$ cat config.mk
export PLATFORM = sky130hd
export DESIGN_NAME = draw_rect
export DESIGN_NICKNAME = d
export VERILOG_FILES = /design/src/rtl/draw_pkg.sv /design/src/rtl/draw_rect_scan.sv /design/src/rtl/draw_rect.sv
export SDC_FILE = /design/constraint.sdc
export NUM_CORES = 1
export LEC_CHECK = 0
export ABC_AREA = 1
export CAP_MARGIN = 10
export CORE_MARGIN = 8
export CORE_UTILIZATION = 50
export DETAILED_ROUTE_END_ITERATION = 8
export GPL_TIMING_DRIVEN = 0
export PLACE_DENSITY = 0.78
export RECOVER_POWER = 50
export SETUP_SLACK_MARGIN = 0.2
export SLEW_MARGIN = 40
export SYNTH_ARGS = -nofsm -noshare
export SYNTH_HDL_FRONTEND = slang
export SYNTH_SLANG_ARGS = --single-unit
export TNS_END_PERCENT = 1
$ cat constraint.sdc
create_clock -name clock -period 2.44 [get_ports clock]
set_input_delay 0.366 -clock clock [delete_from_list [all_inputs] [get_ports clock]]
set_output_delay 0.366 -clock clock [all_outputs]
set_load 0.01 [all_outputs]
$ cat src/rtl/draw_pkg.sv
// Shared definitions for the draw_* rasteriser blocks.
// Latency: n/a (types and constants only).
// Backpressure: n/a.
package draw_pkg;

  // Control FSM encoding shared by the draw_* blocks.
  typedef enum logic [1:0] {
    ST_IDLE = 2'd0,
    ST_LOAD = 2'd1,
    ST_EMIT = 2'd2,
    ST_DONE = 2'd3
  } state_t;

  // Visible screen area; pixels at or beyond these limits are clipped.
  localparam int SCREEN_W_DEF = 160;
  localparam int SCREEN_H_DEF = 120;

endpackage

$ cat src/rtl/draw_rect_scan.sv
// Raster scan datapath: offset counters, cursor, and last/select/visible flags.
// Latency: flags are combinational from the registered cursor; state moves one pixel per i_adv.
// Backpressure: holds every register while i_adv is low.
module draw_rect_scan
  import draw_pkg::*;
#(
  parameter int X_W      = 8,
  parameter int Y_W      = 7,
  parameter int SIZE_W   = 5,
  parameter int SCREEN_W = SCREEN_W_DEF,
  parameter int SCREEN_H = SCREEN_H_DEF
) (
  input  logic              i_clk,
  input  logic              i_reset,
  input  logic              i_load,
  input  logic              i_adv,
  input  logic [X_W-1:0]    i_x,
  input  logic [Y_W-1:0]    i_y,
  input  logic [SIZE_W-1:0] i_w,
  input  logic [SIZE_W-1:0] i_h,
  input  logic              i_outline,
  output logic [X_W-1:0]    o_px,
  output logic [Y_W-1:0]    o_py,
  output logic              o_sel,
  output logic              o_vis,
  output logic              o_last
);

  // One extra cursor bit so a coordinate carry lands off-screen instead of wrapping.
  localparam logic [X_W:0] LP_SCR_W = (X_W+1)'(SCREEN_W);
  localparam logic [Y_W:0] LP_SCR_H = (Y_W+1)'(SCREEN_H);

  logic [X_W:0]    r_x_base;
  logic [X_W:0]    r_cx;
  logic [Y_W:0]    r_cy;
  logic [SIZE_W-1:0] r_w;
  logic [SIZE_W-1:0] r_h;
  logic [SIZE_W-1:0] r_dx;
  logic [SIZE_W-1:0] r_dy;
  logic            r_outline;

  logic w_dx_end;
  logic w_dy_end;

  assign w_dx_end = (r_dx == (r_w - SIZE_W'(1)));
  assign w_dy_end = (r_dy == (r_h - SIZE_W'(1)));

  assign o_px   = r_cx[X_W-1:0];
  assign o_py   = r_cy[Y_W-1:0];
  assign o_sel  = !r_outline || (r_dx == '0) || (r_dy == '0) || w_dx_end || w_dy_end;
  assign o_vis  = (r_cx < LP_SCR_W) && (r_cy < LP_SCR_H);
  assign o_last = w_dx_end && w_dy_end;

  // Latch the rectangle on load, then walk it in raster order, dx innermost.
  always_ff @(posedge i_clk) begin
    if (i_reset) begin
      r_x_base  <= '0;
      r_cx      <= '0;
      r_cy      <= '0;
      r_w       <= '0;
      r_h       <= '0;
      r_dx      <= '0;
      r_dy      <= '0;
      r_outline <= 1'b0;
    end else if (i_load) begin
      r_x_base  <= {1'b0, i_x};
      r_cx      <= {1'b0, i_x};
      r_cy      <= {1'b0, i_y};
      r_w       <= i_w;
      r_h       <= i_h;
      r_dx      <= '0;
      r_dy      <= '0;
      r_outline <= i_outline;
    end else if (i_adv) begin
      if (w_dx_end) begin
        r_dx <= '0;
        r_cx <= r_x_base;
        r_dy <= r_dy + SIZE_W'(1);
        r_cy <= r_cy + (Y_W+1)'(1);
      end else begin
        r_dx <= r_dx + SIZE_W'(1);
        r_cx <= r_cx + (X_W+1)'(1);
      end
    end
  end

endmodule

$ cat src/rtl/draw_rect.sv
// Rectangle rasteriser (filled or outline) driving one VGA pixel write per advance.
// Latency: first write in cycle 2 after start; done in cycle w*h+2 with no stalls.
// Backpressure: vga_ready low on a visible pixel freezes the scan and all outputs.
module draw_rect
  import draw_pkg::*;
#(
  parameter int X_W      = 8,
  parameter int Y_W      = 7,
  parameter int C_W      = 3,
  parameter int SIZE_W   = 5,
  parameter int SCREEN_W = SCREEN_W_DEF,
  parameter int SCREEN_H = SCREEN_H_DEF
) (
  input  logic              clock,
  input  logic              reset,
  input  logic              start,
  output logic              busy,
  output logic              done,
  input  logic [X_W-1:0]    x,
  input  logic [Y_W-1:0]    y,
  input  logic [SIZE_W-1:0] rect_w,
  input  logic [SIZE_W-1:0] rect_h,
  input  logic [C_W-1:0]    colour,
  input  logic              outline,
  output logic [X_W-1:0]    vga_x,
  output logic [Y_W-1:0]    vga_y,
  output logic [C_W-1:0]    vga_colour,
  output logic              vga_write,
  input  logic              vga_ready
);

  state_t r_state;
  state_t w_state_nxt;
  logic [C_W-1:0] r_colour;

  logic w_load;
  logic w_emit;
  logic w_adv;
  logic [X_W-1:0] w_px;
  logic [Y_W-1:0] w_py;
  logic w_sel;
  logic w_vis;
  logic w_last;

  assign w_load = (r_state == ST_LOAD);
  assign w_emit = (r_state == ST_EMIT);

  // Skipped (clipped or unselected) pixels advance unconditionally.
  assign w_adv = w_emit && (!vga_write || vga_ready);

  assign busy       = (r_state != ST_IDLE);
  assign done       = (r_state == ST_DONE);
  assign vga_write  = w_emit && w_sel && w_vis;
  assign vga_x      = w_emit ? w_px : '0;
  assign vga_y      = w_emit ? w_py : '0;
  assign vga_colour = w_emit ? r_colour : '0;

  draw_rect_scan #(
    .X_W      (X_W),
    .Y_W      (Y_W),
    .SIZE_W   (SIZE_W),
    .SCREEN_W (SCREEN_W),
    .SCREEN_H (SCREEN_H)
  ) u_scan (
    .i_clk     (clock),
    .i_reset   (reset),
    .i_load    (w_load),
    .i_adv     (w_adv),
    .i_x       (x),
    .i_y       (y),
    .i_w       (rect_w),
    .i_h       (rect_h),
    .i_outline (outline),
    .o_px      (w_px),
    .o_py      (w_py),
    .o_sel     (w_sel),
    .o_vis     (w_vis),
    .o_last    (w_last)
  );

  // FSM state register.
  always_ff @(posedge clock) begin
    if (reset) r_state <= ST_IDLE;
    else       r_state <= w_state_nxt;
  end

  // Colour is captured alongside the geometry so later input changes are ignored.
  always_ff @(posedge clock) begin
    if (reset)       r_colour <= '0;
    else if (w_load) r_colour <= colour;
  end

  // Next-state: zero-sized rectangles skip straight to DONE from LOAD.
  always_comb begin
    w_state_nxt = r_state;
    case (r_state)
      ST_IDLE: if (start) w_state_nxt = ST_LOAD;
      ST_LOAD: begin
        if (rect_w == '0 || rect_h == '0) w_state_nxt = ST_DONE;
        else                              w_state_nxt = ST_EMIT;
      end
      ST_EMIT: if (w_adv && w_last) w_state_nxt = ST_DONE;
      ST_DONE: w_state_nxt = ST_IDLE;
      default: w_state_nxt = ST_IDLE;
    endcase
  end

endmodule
# --- Word-level counts from Yosys, hierarchy flattened ---
# Index checks and enable logic that the tools add are counted.
classes:
  addsub: 6
  multipliers: 0
  div_mod_pow: 0
  magnitude_cmp: 2
  eq_ne: 7
  shifts: 0
  n_mux: 14
  bitwise_logic: 0
  reduce_logical: 26
op_table:
  columns: ["operator", "count"]
  rows:
  - ["7-bit 2-to-1 mux", 4]
  - ["8-bit 2-to-1 mux", 3]
  - ["5-bit zero test", 4]
  - ["5-bit by 1-bit adder with 5-bit output (second input constant)", 2]
  - ["5-bit equality test", 2]
  - ["5-bit by 1-bit subtractor with 5-bit output (second input constant)", 2]
  - ["9-bit by 1-bit adder with 9-bit output (second input constant)", 1]
  - ["9-bit by 8-bit < comparator with 1-bit output (second input constant)", 1]
  - ["9-bit 2-to-1 mux", 1]
  - ["8-bit by 1-bit adder with 8-bit output (second input constant)", 1]
  - ["8-bit by 7-bit < comparator with 1-bit output (second input constant)", 1]
  - ["2-bit case mux with 4 select lines", 1]
  - ["1-bit logical AND", 6]
  - ["1-bit logical OR", 6]
  - ["2-bit AND reduction", 3]
  - ["2-bit nonzero test", 3]
  - ["5-bit 2-to-1 mux", 1]
  - ["2-bit equality test (second input constant)", 2]
  - ["2-bit 2-to-1 mux", 2]
  - ["3-bit 2-to-1 mux", 1]
  - ["2-bit by 1-bit equality test with 1-bit output (second input constant)", 1]
  - ["1-bit zero test", 2]
  - ["2-bit zero test", 1]
  - ["2-bit by 1-bit inequality test with 1-bit output (second input constant)", 1]
  - ["other kinds (3)", 3]
totals:
  register_bits: 51
  latch_bits: 0
  ramBits: 0
  rom_bits: 0
  in_bits: 33
  n_memories: 0

# --- Depth between registers and ports, before layout ---
# Gate-level depths: netlist (run 1).
logic_depth:
  depth_word: 13
  depth_mapped: 17

# --- Hierarchy ---
# From an unflattened synthesis (run 1), not the netlist that was laid out.
hier_totals:
  hier_cells: 495
  hier_area_um2: 3256.9
modules_own_cells:
  columns: ["module", "n_inst", "cells_per_inst", "area_each_um2"]
  rows:
  - ["draw_rect_scan", 1, 409, 2780.2]
  - ["draw_rect", 1, 86, 476.7]

# --- Worst setup path before layout (run 1) ---
# No wires, ideal clock.
synth_timing:
  path_kind: "reg2out"
  start: "reg r_state[0]"
  end: "out vga_colour[0]"
  arrival_ns: 1.484
  required_time_ns: 2.074
  slack_ns: 0.590
  path_stages_with_launch: 7
  n_path_buf: 2
  path_cell_list: "dfxtp_1 -> inv_1 -> ha_1 -> clkbuf_1 -> clkbuf_1 -> nand2_1 -> inv_1"
synth_via:
  elab_chain_len: 2
synth_rtl:
  columns: ["item", "line_no", "text"]
  rows:
  - ["start, declared", "draw_rect.sv:32", "state_t r_state;"]
  - ["start signal, assigned", "draw_rect.sv:84", "else r_state <= w_state_nxt;"]
  - ["2-bit equality test", "draw_rect.sv:46", "assign w_emit = (r_state == ST_EMIT);"]
  - ["3-bit 2-to-1 mux", "draw_rect.sv:56", "assign vga_colour = w_emit ? r_colour : '0;"]
  - ["end, declared", "draw_rect.sv:27", "output logic [C_W-1:0] vga_colour,"]
# No other way between the ends.

# --- Worst setup path in the final report (run 1) ---
layout_timing:
  start: "reg r_state[0]"
  end: "out vga_y[2]"
layout_via:
  elab_chain_len: 2
layout_rtl:
  columns: ["item", "line_no", "text"]
  rows:
  - ["2-bit equality test", "draw_rect.sv:46", null]
  - ["7-bit 2-to-1 mux", "draw_rect.sv:55", "assign vga_y = w_emit ? w_py : '0;"]
  - ["end, declared", "draw_rect.sv:26", "output logic [Y_W-1:0] vga_y,"]
# No other way between the ends.

==> summary.txt, run 1 <==
Critical path
  • Arrival time worst endpoint: about 2000 ps
  • Crit path max-delay family: buffers and inverters
  • Crit path capture type: output pin
  • Worst R2R End: u_scan.r_dx[2]
  • CP max-delay cell: clkdlybuf4s50_1
  • WP data required: around 2100 ps
  • Flop2flop setup slack: about 300 ps
  • Top cell by count, worst path: clkbuf_8
  • Worst setup SP type: register
  • Slowest stage delay, CP: 520 ps
  • Crit Reg-Reg Startpoint: u_scan.r_h[0]
  • Kind of critical path: register to output pin
  • Cell chain of the critical path: inv_2 -> ha_4 -> clkbuf_8 -> clkbuf_8 -> nand2_1 -> inv_1 -> clkdlybuf4s50_1
  • Largest fanout on the critical path: 10
  • Reg2reg path depth: 18
  • WP buf/inv: 5

Place
  • Gpl congestion: 0.8845
  • Dpl hpwl: 5889 um
  • DP Area: 3618 um2
  • Placed cell count: 592
  • PortBufs: between 50 and 60

Timing
  • Worst slew margin: 59.41%
  • Final setup vio count: 0
  • Period Utilization, post-route: 94.94%
  • Min Tclk post-route: 2317 ps
  • RSZ-0062 raised after global routing: yes
  • Fmax: 0.4317 GHz
  • Final Max Tran Viols: 0
  • Hold Violations, Final: 0
  • Setup Skew: approximately 7.4 ps
  • Worst slew pin tran: 606.6 ps

Clocking
  • Num CTS Buffers: 5
  • H-Tree Level Count: 2
  • Clock slew at reported path FFs: 100 ps
  • CTS Root Cell: clkbuf_8
  • TritonCTS clock tree: built
  • CTS Sinks: 51
  • Hold buffers post-CTS: 0
  • Clk Latency, worst-skew pair: 300 ps
  • Clk buf depth: 2

Floorplan
  • Initial Util: 51.35%
  • DIE HEIGHT: 93.51 um
  • Die area: 8744 um2
  • Io pins: 54
  • Core box area: 5851 um2
  • Std cell rows: 28
  • DIE WIDTH: 93.51 um

Logic synthesis
  • Post-synth top area share: ~34%
  • Multiplexer share of the synthesized area: 0%
  • Adder-cell share of the synthesized area: 5.414%
  • Leading area contributor after synthesis: dfxtp_1
  • Ys Warns: 0
  • Main combinational cell family by area after synthesis: simple AND/OR/NAND/NOR gates
  • Net Count, Synth: between 500 and 600
  • Cell Area, Synth: 3004 um2
  • Synth Area in Simple Gates: between 30% and 40%
  • Mean post-synth cell area: 6.460 um2
  • Compound-Gate Fraction of Synth Area: 11.08%
  • Seq/Total Area, Yosys: between 30% and 40%
  • Synth cell types: 27
  • Synth Area in XOR/XNOR: 4.665%
  • Ranking of synthesized cells by area: dfxtp_1 (34%), nand2_1 (17%), inv_1 (8.5%)
  • Number of synthesized register bits: a little over 50
  • Cells after Synth: 465

Cells and area
  • Share of layout cells above drive strength 1: 6.439%
  • Area Growth Syn to Fin: 26.53%
  • # nets final: 573
  • Non-Filler Instances: 603
  • Final instance area: 3801 um2
  • Number of diodes: 0

GRT
  • Gr usage total: 17.65%
  • Largest net degree at the start of global routing: 16
  • Antenna violations before repair: 0
  • Number of global-route vias before repair: about 2,900
  • Global-route wire length before repair: roughly 13,000 um
  • Total congestion overflow: 0

Pwr
  • Power Density: 864.9 nW/um2
  • Worst vdd ir: 0.5885 mV
  • Clock power frac: a little under a fifth
  • Leakage Power: 1.858 nW
  • Comb power frac: 44.6%
  • Net Sw Power: 1.357 mW
  • Sw frac: 41.28%
  • Power Total: ~3.3 mW
  • Register share of total power: 36.5%
  • P_int: about 1.9 mW

Routing
  • Per-cell routed wire length: approximately 13 um
  • DR vias/cell: 5.012
  • Initial DRC count: between 150 and 200
  • Vias: 3,022
  • Pre-Repair DR Iteration Count: 4
  • Drt drc: 0
  • Post-route ant nets: 0
  • Detailed Route WL: 7630 um

Job
  • MaxCap Viol Count: 0

Outcome
  • Status: finished clean

Min path
  • WHS Endpoint: u_scan.r_x_base[6]
  • Worst hold start: reset
  • Worst min path class: input port to register
  • WHS Path Cells: 2
flip-flops by register name, indices dropped and copies added, names as in the netlist:
signal and cells:
u_scan.r_cx 9, u_scan.r_cy 8, u_scan.r_x_base 8, u_scan.r_dx 5, u_scan.r_dy 5, u_scan.r_h 5
u_scan.r_w 5, r_colour 3, r_state 2, u_scan.r_outline 1
metrics by stage:
step / utilization (%) / setup TNS, ps / hold slack [ps] / setup WS [ps]
after CTS: 64.63 / 0 / 443.0 / 82.54
after floorplan: - / 0 / 420.8 / 589.8
final: 64.97 / 0 / 448.9 / 123.4
after global placement: 61.85 / -3160 / 434.0 / -324.5
after detailed placement: 61.85 / -3205 / 440.3 / -327.2
after global routing: 64.97 / 0 / 458.0 / 5.201
worst max path at each step:
stage	start	to	slack [ps]	cells after the start
2_1_floorplan	r_state[0]	vga_colour[0]	590	6
3_3_place_gp	r_state[0]	vga_y[0]	-320	7
3_5_place_dp	r_state[0]	vga_y[2]	-330	7
4_1_cts	r_state[0]	vga_y[2]	80	7
5_1_grt	u_scan.r_h[0]	vga_write	5	13
6_report	r_state[0]	vga_y[2]	120	7
cell usage after synthesis:
master    instances
nand2_1         140
inv_1            68
dfxtp_1          51
nor2_1           51
nand3_1          33
o21ai_0          25
a21oi_1          18
xor2_1           15
ha_1             13
clkbuf_1         10
o22ai_1           7
inv_2             5
nand4_1           5
nor3_1            5
a22o_1            4
nand2_4           2
nand3_4           2
o31ai_1           2
a21oi_2           1
a31oi_1           1
buf_6             1
nand2_2           1
nand3_2           1
nor2_2            1
o32ai_1           1
or2_2             1
xnor2_1           1
power groups by stage:
stage               combinational [mW]  clock [mW]  sequential, mW
floorplan                         1.02           0            1.17
global placement                  1.38           0            1.20
detailed placement                1.42           0            1.21
CTS                               1.47       0.623            1.20
global route                      1.67       0.663            1.23
finish                            1.47       0.621            1.20
kinds of logic after synthesis:
| family | count (synthesis) |
|---|---|
| flops | 51 |
| fa+ha+maj | 13 |
| compound gates | 59 |
| simple gates | 242 |
| xor+xnor | 16 |
| buf+inv | 84 |
layout by cell type (no fill, tap or decap), types with 12 or more instances in the layout:
master           count
inv_1               68
nand3_1             33
clkdlybuf4s50_1     47
nand2_1            140
o21ai_0             25
a21oi_1             18
ha_1                12
nor2_1              50
xor2_1              15
dfxtp_1             48
worst reg2reg max path: cells and delay by family (launching register included):
family | cells | cell delay (ps)
adders and majority gates | 1 | 310
buffers and inverters | 4 | 540
and+or+nand+nor | 13 | 920
DFF | 1 | 330
routing by layer:
metal  global-route usage (%)  vias up  share of wire (%)
met4                    4.966        0               0.93
met3                    3.766        6                4.2
met1                    22.50     1362                 47
met5                        0        -                  0
met2                    29.14       70                 48
li1                         -     1584                  -
repair_timing:
action / CTS / global route
setup buffers: 1 / 2
setup endpoints to repair: 28 / 40
gates resized for setup: 14 / 4
pin swaps: 1 / 2
area by class of cell:
type                            count  area [um2]
Tap cell                           75       93.84
Timing Repair Buffer               55       546.8
Clock inverter                      2       35.03
Inverter                           73       274.0
Clock buffer                        6       82.58
Multi-Input combinational cell    330        1675
Fill cell                         543        2049
Sequential cell                    51        1025
Buffer                             11       68.82
No activity file was read; power rests on OpenSTA's default activity.
==> run 2, diff against run 1 <==
CTS_CLUSTER_SIZE = 24   (was not set)
SKIP_LAST_GASP = 1   (was not set)
==> results of run 2 <==
Final layout, timing and power as in run 1 (identical DEF).
==> run 3, diff against run 2 <==
REMOVE_ABC_BUFFERS = 1   (was not set)
==> summary.txt, run 3 (synthesized netlist as in run 1, its figures left out) <==
Cells and area
  • Commonest non-fill, non-tap cells in the layout: nand2_1 (139), inv_1 (66), dfxtp_1 (49), nor2_1 (48), clkdlybuf4s50_1 (38)
  • Reg area: 1023 um2 (-0.12%)
  • Area Growth Syn to Fin: 26.03%
  • Fillers: 533 (-1.8%)
  • # nets final: 568 (-0.87%)
  • Final instance area: 3786 um2 (-0.40%)
  • Largest reg by FF count: u_scan.r_cx
  • Share of layout cells above drive strength 1: 7.663% (+1.2 points)
  • Number of diodes: 0 (unchanged)
  • Most common cell after layout, fill and taps aside: nand2_1
  • Top Registers: u_scan.r_cx: 9 flops, u_scan.r_cy: 8 flops, u_scan.r_x_base: 8 flops
  • Largest register FFs: 9 (unchanged)
  • Multi-input logic area: 1710 um2 (+2.1%)

Place
  • PortBufs: 53 (+1.9%)
  • Placement Setup Slack: -192.2 ps (+135.0 ps)
  • Dpl hpwl: 5313 um (-9.8%)
  • DP Area: 3587 um2 (-0.86%)
  • Gpl congestion: 0.8527 (-3.6%)

GRT
  • Global-route wire length before repair: 12,870 um (+0.59%)
  • Largest net degree at the start of global routing: 18 (+2)
  • Number of global-route vias before repair: 2,924 (+2.0%)
  • Gr usage total: 17.72% (+0.067 points)
  • Antenna violations before repair: 0 (unchanged)
  • Total congestion overflow: 0 (unchanged)

Pwr
  • Worst vdd ir: 0.4446 mV (-24%)
  • Leakage Power: 1.870 nW (+0.64%)
  • Comb power frac: 46.1% (+1.5 points)
  • Net Sw Power: 1.359 mW (+0.11%)
  • P_int: 1.811 mW (-6.2%)
  • Power Total: 3.169 mW (-3.6%)
  • Clock power frac: 16.1% (-2.8 points)
  • Register share of total power: 37.9% (+1.4 points)
  • Sw frac: 42.87% (+1.6 points)
  • Power Density: 837.1 nW/um2 (-3.2%)

Critical path
  • Crit path capture: vga_x[4]
  • Worst R2R End: u_scan.r_w[2]
  • Reg2reg path depth: 6 (-12)
  • Crit Reg-Reg Startpoint: r_state[1]
  • Worst setup SP type: register
  • Critical Path Source: r_state[0]
  • Kind of critical path: register to output pin
  • Largest fanout on the critical path: 12 (+2)
  • Flop2flop setup slack: 240 ps (-60 ps)
  • Arrival time worst endpoint: 1910 ps (-40 ps)
  • Crit path capture type: output pin
  • WP data required: 2070 ps (about the same)

Timing
  • Setup Skew: 6.071 ps (-1.334 ps)
  • Fmax: 0.4402 GHz (+2.0%)
  • Period Utilization, post-route: 93.09% (-1.8 points)
  • Final worst setup slack: 168.5 ps (+45.12 ps)
  • Setup tns final: 0 ps (unchanged)
  • Final setup vio count: 0 (unchanged)
  • Worst slew margin: 63.23% (+3.8 points)
  • Final Max Tran Viols: 0 (unchanged)
  • Min Tclk post-route: 2271 ps (-45.12 ps)
  • Hold Violations, Final: 0 (unchanged)
  • RSZ-0062 raised after global routing: yes
  • Worst slew pin tran: 550.9 ps (-55.63 ps)

Floorplan
  • Initial Util: 51.35% (unchanged)
  • Die area: 8744 um2 (unchanged)
  • Core box area: 5851 um2 (unchanged)
  • Io pins: 54 (unchanged)
  • DIE HEIGHT: 93.51 um (unchanged)
  • Std cell rows: 28 (unchanged)
  • DIE WIDTH: 93.51 um (unchanged)

Min path
  • Worst min path class: register to register
  • WHS Path Cells: 2 (unchanged)

Clocking
  • TritonCTS clock tree: built
  • Num CTS Buffers: 5 (unchanged)
  • H-Tree Level Count: 2 (unchanged)
  • Hold buffers post-CTS: 0 (unchanged)
  • CTS Root Cell: clkbuf_8
  • CTS Sinks: 51 (unchanged)
  • Clock slew at reported path FFs: 90 ps (about the same)
  • Clk buf depth: 2 (unchanged)
  • Clk Latency, worst-skew pair: 310 ps (about the same)

Job
  • MaxCap Viol Count: 0 (unchanged)

Routing
  • Post-route ant nets: 0 (unchanged)
  • Detailed Route WL: 7522 um (-1.4%)
  • Initial DRC count: 137 (-17%)
  • DR vias/cell: 5.104 (+1.8%)
  • Drt drc: 0 (unchanged)
  • Vias: 3,047 (+0.83%)
  • Per-cell routed wire length: 12.60 um (-0.42%)
  • Pre-Repair DR Iteration Count: 4 (unchanged)

Outcome
  • Status: finished clean
[run 3: cell count changes in the layout (fill, tap and decap cells not counted), moves of 3 or more]
cell,change
clkbuf_1,-8
clkdlybuf4s50_1,-9
dlygate4sd3_1,+10
nor2_4,+3
[run 3: timing repair]
action,CTS,global route
gates resized for setup,6,12
setup endpoints to repair,65,65
setup buffers,3,4
gates cloned,0,1
pin swaps,0,1
endpoints found under the hold margin,0,0
[run 3: worst max-delay path, stage by stage (launching register included)]
cell and delay [ps]:
dfxtp_2 360, inv_2 100, ha_4 150, buf_6 170
buf_12 170, nand2_1 60, inv_1 50, clkdlybuf4s50_1 530
[run 3: worst min-delay path by stage]
stage / slack, ps / end / from
6_report: 450 / u_scan.r_x_base[0] / u_scan.r_x_base[0]
5_1_grt: 470 / u_scan.r_x_base[4] / u_scan.r_x_base[4]
4_1_cts: 460 / u_scan.r_x_base[4] / u_scan.r_x_base[4]
3_5_place_dp: 440 / u_scan.r_x_base[4] / u_scan.r_x_base[4]
3_3_place_gp: 430 / u_scan.r_x_base[7] / u_scan.r_x_base[7]
2_1_floorplan: 420 / u_scan.r_x_base[0] / u_scan.r_x_base[0]
[run 3: per-stage QoR]
| step | cells | utilization [%] | hold slack (ps) |
|---|---|---|---|
| finish | 597 | 64.71 | 455.0 |
| global route | 597 | 64.71 | 466.1 |
| CTS | 592 | 63.67 | 457.1 |
| detailed placement | 582 | 61.31 | 436.0 |
| global placement | 582 | 61.18 | 432.9 |
| floorplan | 454 | - | 420.8 |
[run 3: layout make-up]
class / instances / area share (%)
clock inverters: 1 / 0.1322
clock buffers: 6 / 2.181
repair buffers: 60 / 15.76
multi-input cells: 331 / 45.18
flip-flops and latches: 51 / 27.03
well taps: 75 / 2.479
inverters: 73 / 7.237
[run 3: routing by layer]
metal | share of wire [%] | vias up | GRT usage (%)
li1 | - | 1571 | -
met1 | 46 | 1376 | 21.83
met2 | 46 | 92 | 29.14
met3 | 7.3 | 8 | 4.728
met4 | 1.1 | 0 | 5.772
met5 | 0 | - | 0
[run 3: power by group through the flow]
| stage | clock network (mW) | logic [mW] | registers [mW] |
|---|---|---|---|
| floorplan | 0 | 0.998 | 1.17 |
| global placement | 0 | 1.35 | 1.20 |
| detailed placement | 0 | 1.39 | 1.21 |
| CTS | 0.518 | 1.45 | 1.19 |
| global route | 0.551 | 1.67 | 1.23 |
| finish | 0.509 | 1.46 | 1.20 |
